==> config.mk <==
export PLATFORM = sky130hd
export DESIGN_NAME = mmio_adsr
export DESIGN_NICKNAME = d
export VERILOG_FILES = /design/src/rtl/mmio_adsr.sv
export SDC_FILE = /design/constraint.sdc
export NUM_CORES = 1
export LEC_CHECK = 0
export ABC_AREA = 1
export CORE_MARGIN = 2
export CORE_UTILIZATION = 40
export DETAILED_ROUTE_END_ITERATION = 8
export HOLD_SLACK_MARGIN = 0.15
export PLACE_DENSITY = 0.54
export SKIP_LAST_GASP = 1
export SLEW_MARGIN = 20
export SYNTH_ARGS = -nofsm -noshare
export SYNTH_HDL_FRONTEND = slang
export SYNTH_SLANG_ARGS = --single-unit
==> constraint.sdc <==
create_clock -name clk -period 6.1 [get_ports clk]
set_input_delay 1.83 -clock clk [delete_from_list [all_inputs] [get_ports clk]]
set_output_delay 1.83 -clock clk [all_outputs]
set_load 0.01 [all_outputs]
==> src/rtl/mmio_adsr.sv <==
// mmio_adsr: MMIO-mapped ADSR envelope sequencer for the DDFS sound core.
// Software programs slopes, sustain level and sustain time, then pulses
// start. A 32-bit amplitude accumulator ramps ATTACK->DECAY->SUSTAIN->RELEASE.
// Its top 16 bits drive the envelope input of the DDFS.
module mmio_adsr (
    input  logic        clk,
    input  logic        reset_n,
    input  logic        cs,
    input  logic        write,
    input  logic        read,
    input  logic [4:0]  addr,
    input  logic [31:0] write_data,
    output logic [31:0] read_data,
    output logic [15:0] env_out,
    output logic        busy
);

    localparam logic [31:0] AMP_MAX = 32'h7FFF_FFFF;

    typedef enum logic [2:0] {
        ST_IDLE    = 3'd0,
        ST_ATTACK  = 3'd1,
        ST_DECAY   = 3'd2,
        ST_SUSTAIN = 3'd3,
        ST_RELEASE = 3'd4
    } state_t;

    // Sustain level can never exceed the amplitude ceiling.
    function automatic logic [31:0] clamp_level(input logic [31:0] value);
        logic [31:0] result;
        if (value > AMP_MAX) begin
            result = AMP_MAX;
        end else begin
            result = value;
        end
        return result;
    endfunction

    state_t      state_r;
    logic [31:0] amp_r;
    logic [31:0] timer_r;
    logic [31:0] atk_step_r;
    logic [31:0] dec_step_r;
    logic [31:0] sus_lvl_r;
    logic [31:0] sus_time_r;
    logic [31:0] rel_step_r;

    logic        wr_s;
    logic        start_s;
    logic        abort_s;
    logic [32:0] atk_sum_s;
    logic [32:0] dec_limit_s;
    logic        atk_done_s;
    logic        dec_done_s;
    logic        rel_done_s;
    logic        read_unused_s;

    // Reads have no side effects; the strobe is intentionally ignored.
    assign read_unused_s = read;

    assign wr_s    = cs & write;
    assign start_s = wr_s && (addr[2:0] == 3'd5) && write_data[0];
    assign abort_s = wr_s && (addr[2:0] == 3'd5) && write_data[1];

    // 33-bit intermediates keep the comparisons free of wrap-around.
    assign atk_sum_s   = {1'b0, amp_r} + {1'b0, atk_step_r};
    assign dec_limit_s = {1'b0, sus_lvl_r} + {1'b0, dec_step_r};
    assign atk_done_s  = (atk_step_r == 32'd0) || (atk_sum_s >= {1'b0, AMP_MAX});
    assign dec_done_s  = (dec_step_r == 32'd0) || ({1'b0, amp_r} <= dec_limit_s);
    assign rel_done_s  = (rel_step_r == 32'd0) || (amp_r <= rel_step_r);

    assign env_out   = amp_r[31:16];
    assign busy      = (state_r != ST_IDLE);
    assign read_data = {13'd0, state_r, amp_r[31:16]};

    // Configuration registers written from the bus; ctrl (5) and 6/7 are not stored.
    always_ff @(posedge clk or negedge reset_n) begin
        if (!reset_n) begin
            atk_step_r <= 32'd0;
            dec_step_r <= 32'd0;
            sus_lvl_r  <= 32'd0;
            sus_time_r <= 32'd0;
            rel_step_r <= 32'd0;
        end else if (wr_s) begin
            case (addr[2:0])
                3'd0:    atk_step_r <= write_data;
                3'd1:    dec_step_r <= write_data;
                3'd2:    sus_lvl_r  <= clamp_level(write_data);
                3'd3:    sus_time_r <= write_data;
                3'd4:    rel_step_r <= write_data;
                default: ;
            endcase
        end
    end

    // Envelope FSM: abort beats start, start beats the normal phase step.
    always_ff @(posedge clk or negedge reset_n) begin
        if (!reset_n) begin
            state_r <= ST_IDLE;
            amp_r   <= 32'd0;
            timer_r <= 32'd0;
        end else if (abort_s) begin
            state_r <= ST_IDLE;
            amp_r   <= 32'd0;
        end else if (start_s) begin
            // Retrigger from the current level to avoid an audible click.
            state_r <= ST_ATTACK;
        end else begin
            case (state_r)
                ST_IDLE: begin
                    amp_r <= 32'd0;
                end
                ST_ATTACK: begin
                    if (atk_done_s) begin
                        amp_r   <= AMP_MAX;
                        state_r <= ST_DECAY;
                    end else begin
                        amp_r <= atk_sum_s[31:0];
                    end
                end
                ST_DECAY: begin
                    if (dec_done_s) begin
                        amp_r   <= sus_lvl_r;
                        timer_r <= 32'd0;
                        state_r <= ST_SUSTAIN;
                    end else begin
                        amp_r <= amp_r - dec_step_r;
                    end
                end
                ST_SUSTAIN: begin
                    if (timer_r >= sus_time_r) begin
                        state_r <= ST_RELEASE;
                    end else begin
                        timer_r <= timer_r + 32'd1;
                    end
                end
                ST_RELEASE: begin
                    if (rel_done_s) begin
                        amp_r   <= 32'd0;
                        state_r <= ST_IDLE;
                    end else begin
                        amp_r <= amp_r - rel_step_r;
                    end
                end
                default: begin
                    amp_r   <= 32'd0;
                    state_r <= ST_IDLE;
                end
            endcase
        end
    end

endmodule

Word-level counts from Yosys, hierarchy flattened. Index checks and enable logic that the tools add are counted.

Register bits after elaboration: 227. Bits of input ports: 42. Output and inout bits: 49. Logic and storage cells: 77.

Add/sub/neg operators: 5. $lt $le $gt $ge: 5. Equal/unequal tests: 18. Multiplexer cells: 17. Bitwise gates (word level): 3. Reductions and logical operators: 21.

Operators by type and width (count): $mux 32 (8); $pmux 32 s4 (1); $logic_not 32->1 (3); $add 32x32->33 (2); $pmux 32 s2 (1); $sub 32x32->32 (2); $ge 33x31->1 const B (1); $le 32x33->1 (1); $add 32x1->32 const B (1); $ge 32x32->1 (1); $gt 32x31->1 const B (1); $le 32x32->1 (1); $mux 3 (6); $ne 4x4->1 const B (4); $pmux 3 s5 (1); $eq 3x2->1 const B (4); $reduce_and 2->1 (6); $reduce_and 5->1 (2); $eq 3x3->1 const B (3); $eq 3x1->1 const B (2); $logic_not 3->1 (2); $ne 2x2->1 const B (3); $logic_and 1x1->1 (3); $logic_or 1x1->1 (3); 6 further kinds (7).

Logic depth before layout (Yosys ltp). Gate-level depths: netlist of run 1.

Word-level depth: 7. Depth in mapped cells: 31. Mapped depth without buffers: 31.

Least setup slack after synthesis of run 1. No wires, ideal clock.

Kind: flip-flop to flip-flop. From: reg dec_step_r[0]. To: reg timer_r[25]. Library setup time: 76 ps. Data arrival time: 4023 ps. Required time: 6024 ps. Slack: 2001 ps. Stages on the path, launching flop included: 28. Buffers on the path: 1. Clock period less this slack: 4099 ps. Path through: dfrtp_1 -> ha_1 -> inv_1 -> fa_1 -> o21ai_2 -> nand2_1 -> nand2_1 -> a21boi_0 -> o21bai_1 -> a21boi_0 -> o21ai_0 -> nand2_1 -> nand2_1 -> nand2_1 -> nand3b_1 -> nand2_1 -> ha_1 -> nand4_1 -> nor4_1 -> nand4_1 -> o21ai_1 -> inv_2 -> nand3_4 -> o2111ai_4 -> inv_2 -> buf_4 -> nand2_1 -> o21ai_1.

Longest elaborated chain between the ends: 5. Elaborated cells on any way between the ends: 6. Classes of those cells: add/sub (1); order compare (1); eq/ne (1); reduce/logical (3).

RTL lines: from (decl) (line 43) `logic [31:0] dec_step_r;`; from (signal assigned) (line 87) `3'd1: dec_step_r <= write_data;`; $add 32x32->33 (line 67) `assign dec_limit_s = {1'b0, sus_lvl_r} + {1'b0, dec_step_r};`; $le 32x33->1 (line 69) `assign dec_done_s = (dec_step_r == 32'd0) || ({1'b0, amp_r} <= dec_limit_s);`; $logic_or 1x1->1 (*) (line 69); $ne 2x2->1 (no source line) (*); $reduce_and 5->1 (no source line) (*); to (signal assigned) (line 134) `timer_r <= timer_r + 32'd1;`; to (decl) (line 41) `logic [31:0] timer_r;`.

Mark *: on every way between the ends. The rest lies on a longest branch, timed or not. A chain may end at the register's enable or synchronous reset.

Final worst setup path of run 1.
From: reg dec_step_r[2]. To: reg amp_r[5].

Longest elaborated chain between the ends: 7. Elaborated cells on any way between the ends: 9. Classes of those cells: add/sub (2); order compare (1); mux (4); reduce/logical (2).

RTL lines: $add 32x32->33 (line 67); $le 32x33->1 (line 69); $logic_or 1x1->1 (line 69); $mux 32 (*) (line 122) `if (dec_done_s) begin`; $pmux 32 s4 (*) (line 109) `case (state_r)`; $mux 32 (*) (line 105) `end else if (start_s) begin`; $mux 32 (*) (line 102) `end else if (abort_s) begin`; to (signal assigned) (line 118) `amp_r <= atk_sum_s[31:0];`; to (signal assigned) (line 123) `amp_r <= sus_lvl_r;`; to (signal assigned) (line 127) `amp_r <= amp_r - dec_step_r;`; to (decl) (line 40) `logic [31:0] amp_r;`.

Mark *: on every way between the ends. The rest lies on a longest branch, timed or not. The select of a mux whose other input is x is not followed.

==> results_dict.tcl, run 1 <==
set metrics [dict create \
    netlist.area_leader.share_pct 27.5 \
    r2r-end "amp_r[5]" \
    r2r_start "dec_step_r[2]" \
    finalCritPeriodShare_pct 92.0 \
    slowest_delay_ns 0.50 \
    rsz0062_at_grt "false" \
    comb_power_share_pct 59.3 \
    synth_edf_count 0 \
    firstDrtPassIters 5 \
    synth.ff_latch_count 227 \
    crit_cells 27 \
    num_rows 83 \
    finalHoldViolCount 0 \
    critPathRequiredTime_ns 6.56 \
    die_w_um 231 \
    grt_usage_pct 28.3 \
    worstSetupEndpointType "flop" \
    final_max_slew_viol_count 0 \
    stdcell_count 3866 \
    wl_per_cell_um 19.5 \
    yosys.cell_count.top_type "nand2_1" \
    grt-ovfl-total 0 \
    stdcell_area_um2 22900 \
    power.density_nw_per_um2 445 \
    slowest_stage "nor4_1" \
    clock_latency_ns 0.58 \
    drive_gt1_share_pct 3.36 \
    num-nets-final 3399 \
    gp_congestion 0.975 \
    crit_arrival_ns 6.07 \
    drc 0 \
    setup.worst_path.class "reg2reg" \
    finalSetupTns_ns 0 \
    critical-path-top-delay-family "compound AO/OA/AOI/OAI gates" \
    slew-limit-headroom_pct 30.6 \
    reg2regPathDepth 27 \
    core_um2 51200 \
    postPlaceCellArea_um2 21900 \
    io_buffers 74 \
    viasPerCell 5.24 \
    hp-class "reg2reg" \
    h-tree-depth 1 \
    start_kind "flop" \
    switchingPower_mw 5.08 \
    ys_types 47 \
    synth_flop_cell "dfrtp_1" \
    synth-async-reset-ratio_pct 100 \
    dpl.cell_count 3811 \
    clock_skew_ns 0.0153 \
    initial_utilization_pct 40.4 \
    swShare_pct 49.8 \
    netlist_instances 3142 \
    period_minus_slack_ns 5.61 \
    clockBufferDepth 3 \
    hp-start "rel_step_r[15]" \
    synth_top_area_cell "dfrtp_1" \
    hold_path_depth 2 \
    crit_top_cell "nand2_1" \
    clkTransAtPathRegs_ns 0.06 \
    worst_pin_slew_ns 1.03 \
    whs_endpoint "rel_step_r[15]" \
    ios 91 \
    maxCapViolations 0 \
    antenna_found_initial 0 \
    ant_nets 0 \
    avgSynthCellArea_um2 6.58 \
    synth.cell_area_um2 20700 \
    dpl.hpwl_um 62400 \
    grt_pass1_wl_um 116000 \
    ys_seq_area_share_pct 27.5 \
    drtIter0Drc 1186 \
    whs_ns 0.484 \
    synth_area_leaders "dfrtp_1 27%, nand2_1 16%, ha_1 12%" \
    numCtsBuffers 28 \
    hold_buffers 0 \
    power_frac_seq_pct 22.2 \
    yosysWarnings 0 \
    cts-root-buf "clkbuf_16" \
    worstPathMaxFanout 50 \
    max_freq_mhz 178 \
    post_cts_buffers 0 \
    numClockSinks 227 \
    die_h_um 231 \
    synthTopCellsByCount "885 x nand2_1, 383 x inv_1, 354 x nor2_1" \
    status "finished, final reports clean" \
    p_leak_nw 11.5 \
    p_int_mw 5.12 \
    grt_pass1_vias 20005 \
    cts_tree "yes" \
    p_clk_share_pct 18.5 \
    vias 20239 \
    final-setup-viol-count 0 \
    crit_buf_inv 2 \
    syn_to_final_growth_pct 10.9 \
    dieArea_um2 53500 \
    ir_drop_uv 355 \
    wirelength_um 75500 \
    worst-r2r-setup-slack_ns 0.49 \
    grt_max_degree 100 \
]
cells in the final DEF (no fill, tap or decap), drive strengths merged, types with 2 or more instances in the layout:
cell type,synthesis,layout
nand2,890,890
conb,1,13
o2111ai,3,3
nand3,150,150
clkbuf,42,38
xor2,52,52
dfrtp,227,227
nor2,356,356
buf,75,21
o21ai,255,255
diode,0,4
a21oi,202,202
nor3,57,57
inv,387,389
a21boi,13,13
nor4,30,30
a21o,16,16
o21a,13,13
clkdlybuf4s50,0,73
xnor2,48,48
ha,192,192
fa,4,4
nand3b,18,18
bufinv,0,6
nor3b,3,3
o211ai,4,4
a31oi,34,34
and3,2,2
o21bai,12,12
clkinv,0,4
a211oi,3,3
or2,5,5
o221ai,4,4
nand4,41,41
cell families (layout without fill, tap and decap cells):
family                   after synthesis  count (layout)  share of synthesized area [%]
other                                  1              17                         0.0181
AO/OA/AOI/OAI                        560             560                           14.8
XOR/XNOR                             100             100                           4.24
flip-flops                           227             227                           27.5
AND/OR/NAND/NOR                     1554            1554                           31.2
adder cells (fa/ha/maj)              196             196                           12.0
buffers and inverters                504             532                           10.3
stage by stage:
step	util (%)	worst slack, ns	total power, mW
after floorplan	-	2.00	6.43
after global placement	42.7	0.629	8.22
after detailed placement	42.7	0.574	8.25
after CTS	44.7	0.530	10.2
after global routing	44.8	0.0338	11.1
final	44.8	0.491	10.2
worst reg2reg max path, stage by stage (launching register included):
cell and delay [ns]:
dfrtp_1 0.43, ha_1 0.37, nand3_1 0.09, nand2_1 0.11, a21oi_1 0.11, o21ai_1 0.44, a21oi_1 0.24, o21ai_0 0.34
a21boi_1 0.17, o21ai_0 0.36, nand2_1 0.14, nand3b_1 0.11, nand2_1 0.06, ha_1 0.26, nand2_1 0.08, nor2_1 0.19
nand2_1 0.07, nor4_1 0.50, nand4_1 0.16, o21ai_1 0.18, inv_2 0.10, buf_4 0.29, a21oi_1 0.25, nor2_1 0.08
nor2_1 0.16, nand2_1 0.08, nand2_1 0.06, nand2_1 0.05
power by group through the flow:
stage / sequential (mW) / combinational, mW / clock [mW]
final: 2.26 / 6.04 / 1.89
after CTS: 2.25 / 6.01 / 1.94
after floorplan: 2.05 / 4.38 / 0
after detailed placement: 2.27 / 5.98 / 0
after global routing: 2.30 / 6.80 / 1.99
after global placement: 2.27 / 5.95 / 0
repair_timing:
| action | CTS | global route |
|---|---|---|
| gates resized for setup | 0 | 1 |
| hold endpoints to repair | 0 | 0 |
| setup endpoints to repair | 0 | 1 |
worst max-delay path by stage:
stage,slack [ns],endpoint,start
final,0.49,amp_r[5],dec_step_r[2]
after floorplan,2.00,timer_r[25],dec_step_r[0]
after CTS,0.53,amp_r[5],dec_step_r[0]
after global placement,0.63,amp_r[5],dec_step_r[0]
after global routing,0.03,amp_r[11],dec_step_r[0]
after detailed placement,0.57,amp_r[11],dec_step_r[0]
layer usage:
metal	up-vias	track usage, %	wire length [um]	share of wire (%)
li1	10248	-	-	-
met1	9489	36.8	34000	45
met2	425	50.3	36900	49
met3	77	2.69	3000	4.0
met4	0	6.61	1650	2.2
met5	-	0	0	0
registers in the layout, summed over array words and instances, names as in the netlist:
| name | cells |
|---|---|
| amp_r | 32 |
| sus_lvl_r | 32 |
| sus_time_r | 32 |
| dec_step_r | 32 |
| state_r | 3 |
| timer_r | 32 |
| atk_step_r | 32 |
| rel_step_r | 32 |
area by class of cell:
class | count | area [um^2]
Tap cell | 680 | 851
Clock inverter | 13 | 229
Sequential cell | 227 | 5680
Inverter | 387 | 1450
Fill cell | 5435 | 28300
Multi-Input combinational cell | 2423 | 13000
Antenna cell | 4 | 10.0
Clock buffer | 38 | 820
Timing Repair Buffer | 94 | 933
Note: power is estimated with default switching activity, not from simulation.
==> run 2: changes to the inputs <==
SETUP_SLACK_MARGIN = 0.1   (was unset)
==> results_dict.tcl, run 2 (synthesized netlist as in run 1, its figures left out) <==
set metrics [dict create \
    start_kind "flop" \
    numClockSinks 227 \
    final_cell_mix "882 x nand2_1, 382 x inv_1, 353 x nor2_1, 227 x dfrtp_1, 223 x o21ai_0" \
    finalSetupTns_ns 0 \
    grt-ovfl-total 0 \
    reg2regPathDepth 28 \
    drc 0 \
    ios 91 \
    grt_max_degree 100 \
    viasPerCell 5.24 \
    status "finished, final reports clean" \
    power_frac_seq_pct 22.2 \
    r2r-end "amp_r[5]" \
    cts_tree "yes" \
    num_rows 83 \
    power.density_nw_per_um2 444 \
    worstSetupEndpointType "flop" \
    cts-root-buf "clkbuf_16" \
    slowest_stage "dfrtp_1" \
    drtIter0Drc 1197 \
    syn_to_final_growth_pct 10.9 \
    slew-limit-headroom_pct 30.6 \
    hold_buffers 0 \
    clock_latency_ns 0.58 \
    core_um2 51200 \
    finish.utilization_pct 44.8 \
    period_minus_slack_ns 5.47 \
    crit_arrival_ns 5.93 \
    ant_nets 0 \
    grt_usage_pct 28.3 \
    hp-start "rel_step_r[15]" \
    firstDrtPassIters 5 \
    swShare_pct 49.8 \
    hold_path_depth 2 \
    postPlaceCellArea_um2 21900 \
    gp_congestion 0.975 \
    p_leak_nw 11.5 \
    grt_pass1_vias 20005 \
    post_cts_buffers 0 \
    num-nets-final 3399 \
    clockBufferDepth 3 \
    crit_top_cell "nand2_1" \
    die_h_um 231 \
    wirelength_um 75400 \
    critPathRequiredTime_ns 6.56 \
    stdcell_area_um2 22900 \
    max_freq_mhz 183 \
    p_clk_share_pct 18.5 \
    die_w_um 231 \
    drive_gt1_share_pct 3.39 \
    rsz0062_at_grt "false" \
    whs_endpoint "rel_step_r[15]" \
    antenna_found_initial 0 \
    worstPathMaxFanout 50 \
    slowest_delay_ns 0.42 \
    r2r_start "dec_step_r[0]" \
    power_mw 10.2 \
    switchingPower_mw 5.07 \
    stdcell_count 3866 \
    maxCapViolations 0 \
    p_int_mw 5.12 \
    dpl.cell_count 3811 \
    worst-r2r-setup-slack_ns 0.63 \
    worst_pin_slew_ns 1.03 \
    final_max_slew_viol_count 0 \
    vias 20257 \
    final-setup-viol-count 0 \
    cts_resized 0 \
    h-tree-depth 1 \
    setup.worst_path.class "reg2reg" \
    dieArea_um2 53500 \
    numCtsBuffers 28 \
    comb_power_share_pct 59.3 \
    finalHoldViolCount 0 \
    layout_commonest_cell "nand2_1" \
    dpl.hpwl_um 62400 \
    io_buffers 74 \
    clkTransAtPathRegs_ns 0.07 \
    hp-class "reg2reg" \
    initial_utilization_pct 40.4 \
    grt_pass1_wl_um 116000 \
    finalCritPeriodShare_pct 89.7 \
    fill_cells 5434 \
    wl_per_cell_um 19.5 \
    clock_skew_ns 0.0158 \
    ir_drop_uv 354 \
]
[run 2: per-layer routing]
| metal | track usage, % | vias up | wire length [um] |
|---|---|---|---|
| li1 | - | 10249 | - |
| met3 | 2.69 | 80 | 3100 |
| met1 | 36.8 | 9509 | 33800 |
| met5 | 0 | - | 0 |
| met2 | 50.3 | 419 | 36900 |
| met4 | 6.61 | 0 | 1660 |
[run 2: per-stage QoR]
step / worst slack (ns) / hold WS [ns]
after global placement: 0.629 / 0.469
after floorplan: 2.00 / 0.453
after CTS: 0.530 / 0.489
final: 0.631 / 0.484
after global routing: 0.144 / 0.507
after detailed placement: 0.574 / 0.474
[run 2: worst max-delay path by stage]
stage	depth (start not counted)	from	slack, ns	endpoint
2_1_floorplan	27	dec_step_r[0]	2.00	timer_r[25]
3_3_place_gp	28	dec_step_r[0]	0.63	amp_r[5]
3_5_place_dp	28	dec_step_r[0]	0.57	amp_r[11]
4_1_cts	28	dec_step_r[0]	0.53	amp_r[5]
5_1_grt	28	dec_step_r[0]	0.14	amp_r[11]
6_report	28	dec_step_r[0]	0.63	amp_r[5]
[run 2: final cells by class]
class                           instances  area, um^2  share of cell area [%]
Multi-Input combinational cell       2423       13000                    56.5
Antenna cell                            4        10.0                  0.0436
Sequential cell                       227        5680                    24.8
Timing Repair Buffer                   94         933                    4.07
Inverter                              387        1450                    6.33
Clock inverter                         13         229                   0.998
Clock buffer                           38         820                    3.57
Tap cell                              680         851                    3.71
[run 2: worst max-delay path: cells and delay by family, from the launching register on]
family | cells | cell delay [ns]
AOI/OAI and AO/OA | 7 | 1.69
adders and majority gates | 3 | 0.97
buffers and inverters | 3 | 0.44
DFF | 1 | 0.42
and+or+nand+nor | 15 | 1.77
[run 2: power by group through the flow]
stage | clock (mW) | sequential (mW) | combinational [mW]
floorplan | 0 | 2.05 | 4.38
global route | 1.99 | 2.30 | 6.80
detailed placement | 0 | 2.27 | 5.98
finish | 1.89 | 2.26 | 6.04
global placement | 0 | 2.27 | 5.95
CTS | 1.94 | 2.25 | 6.01
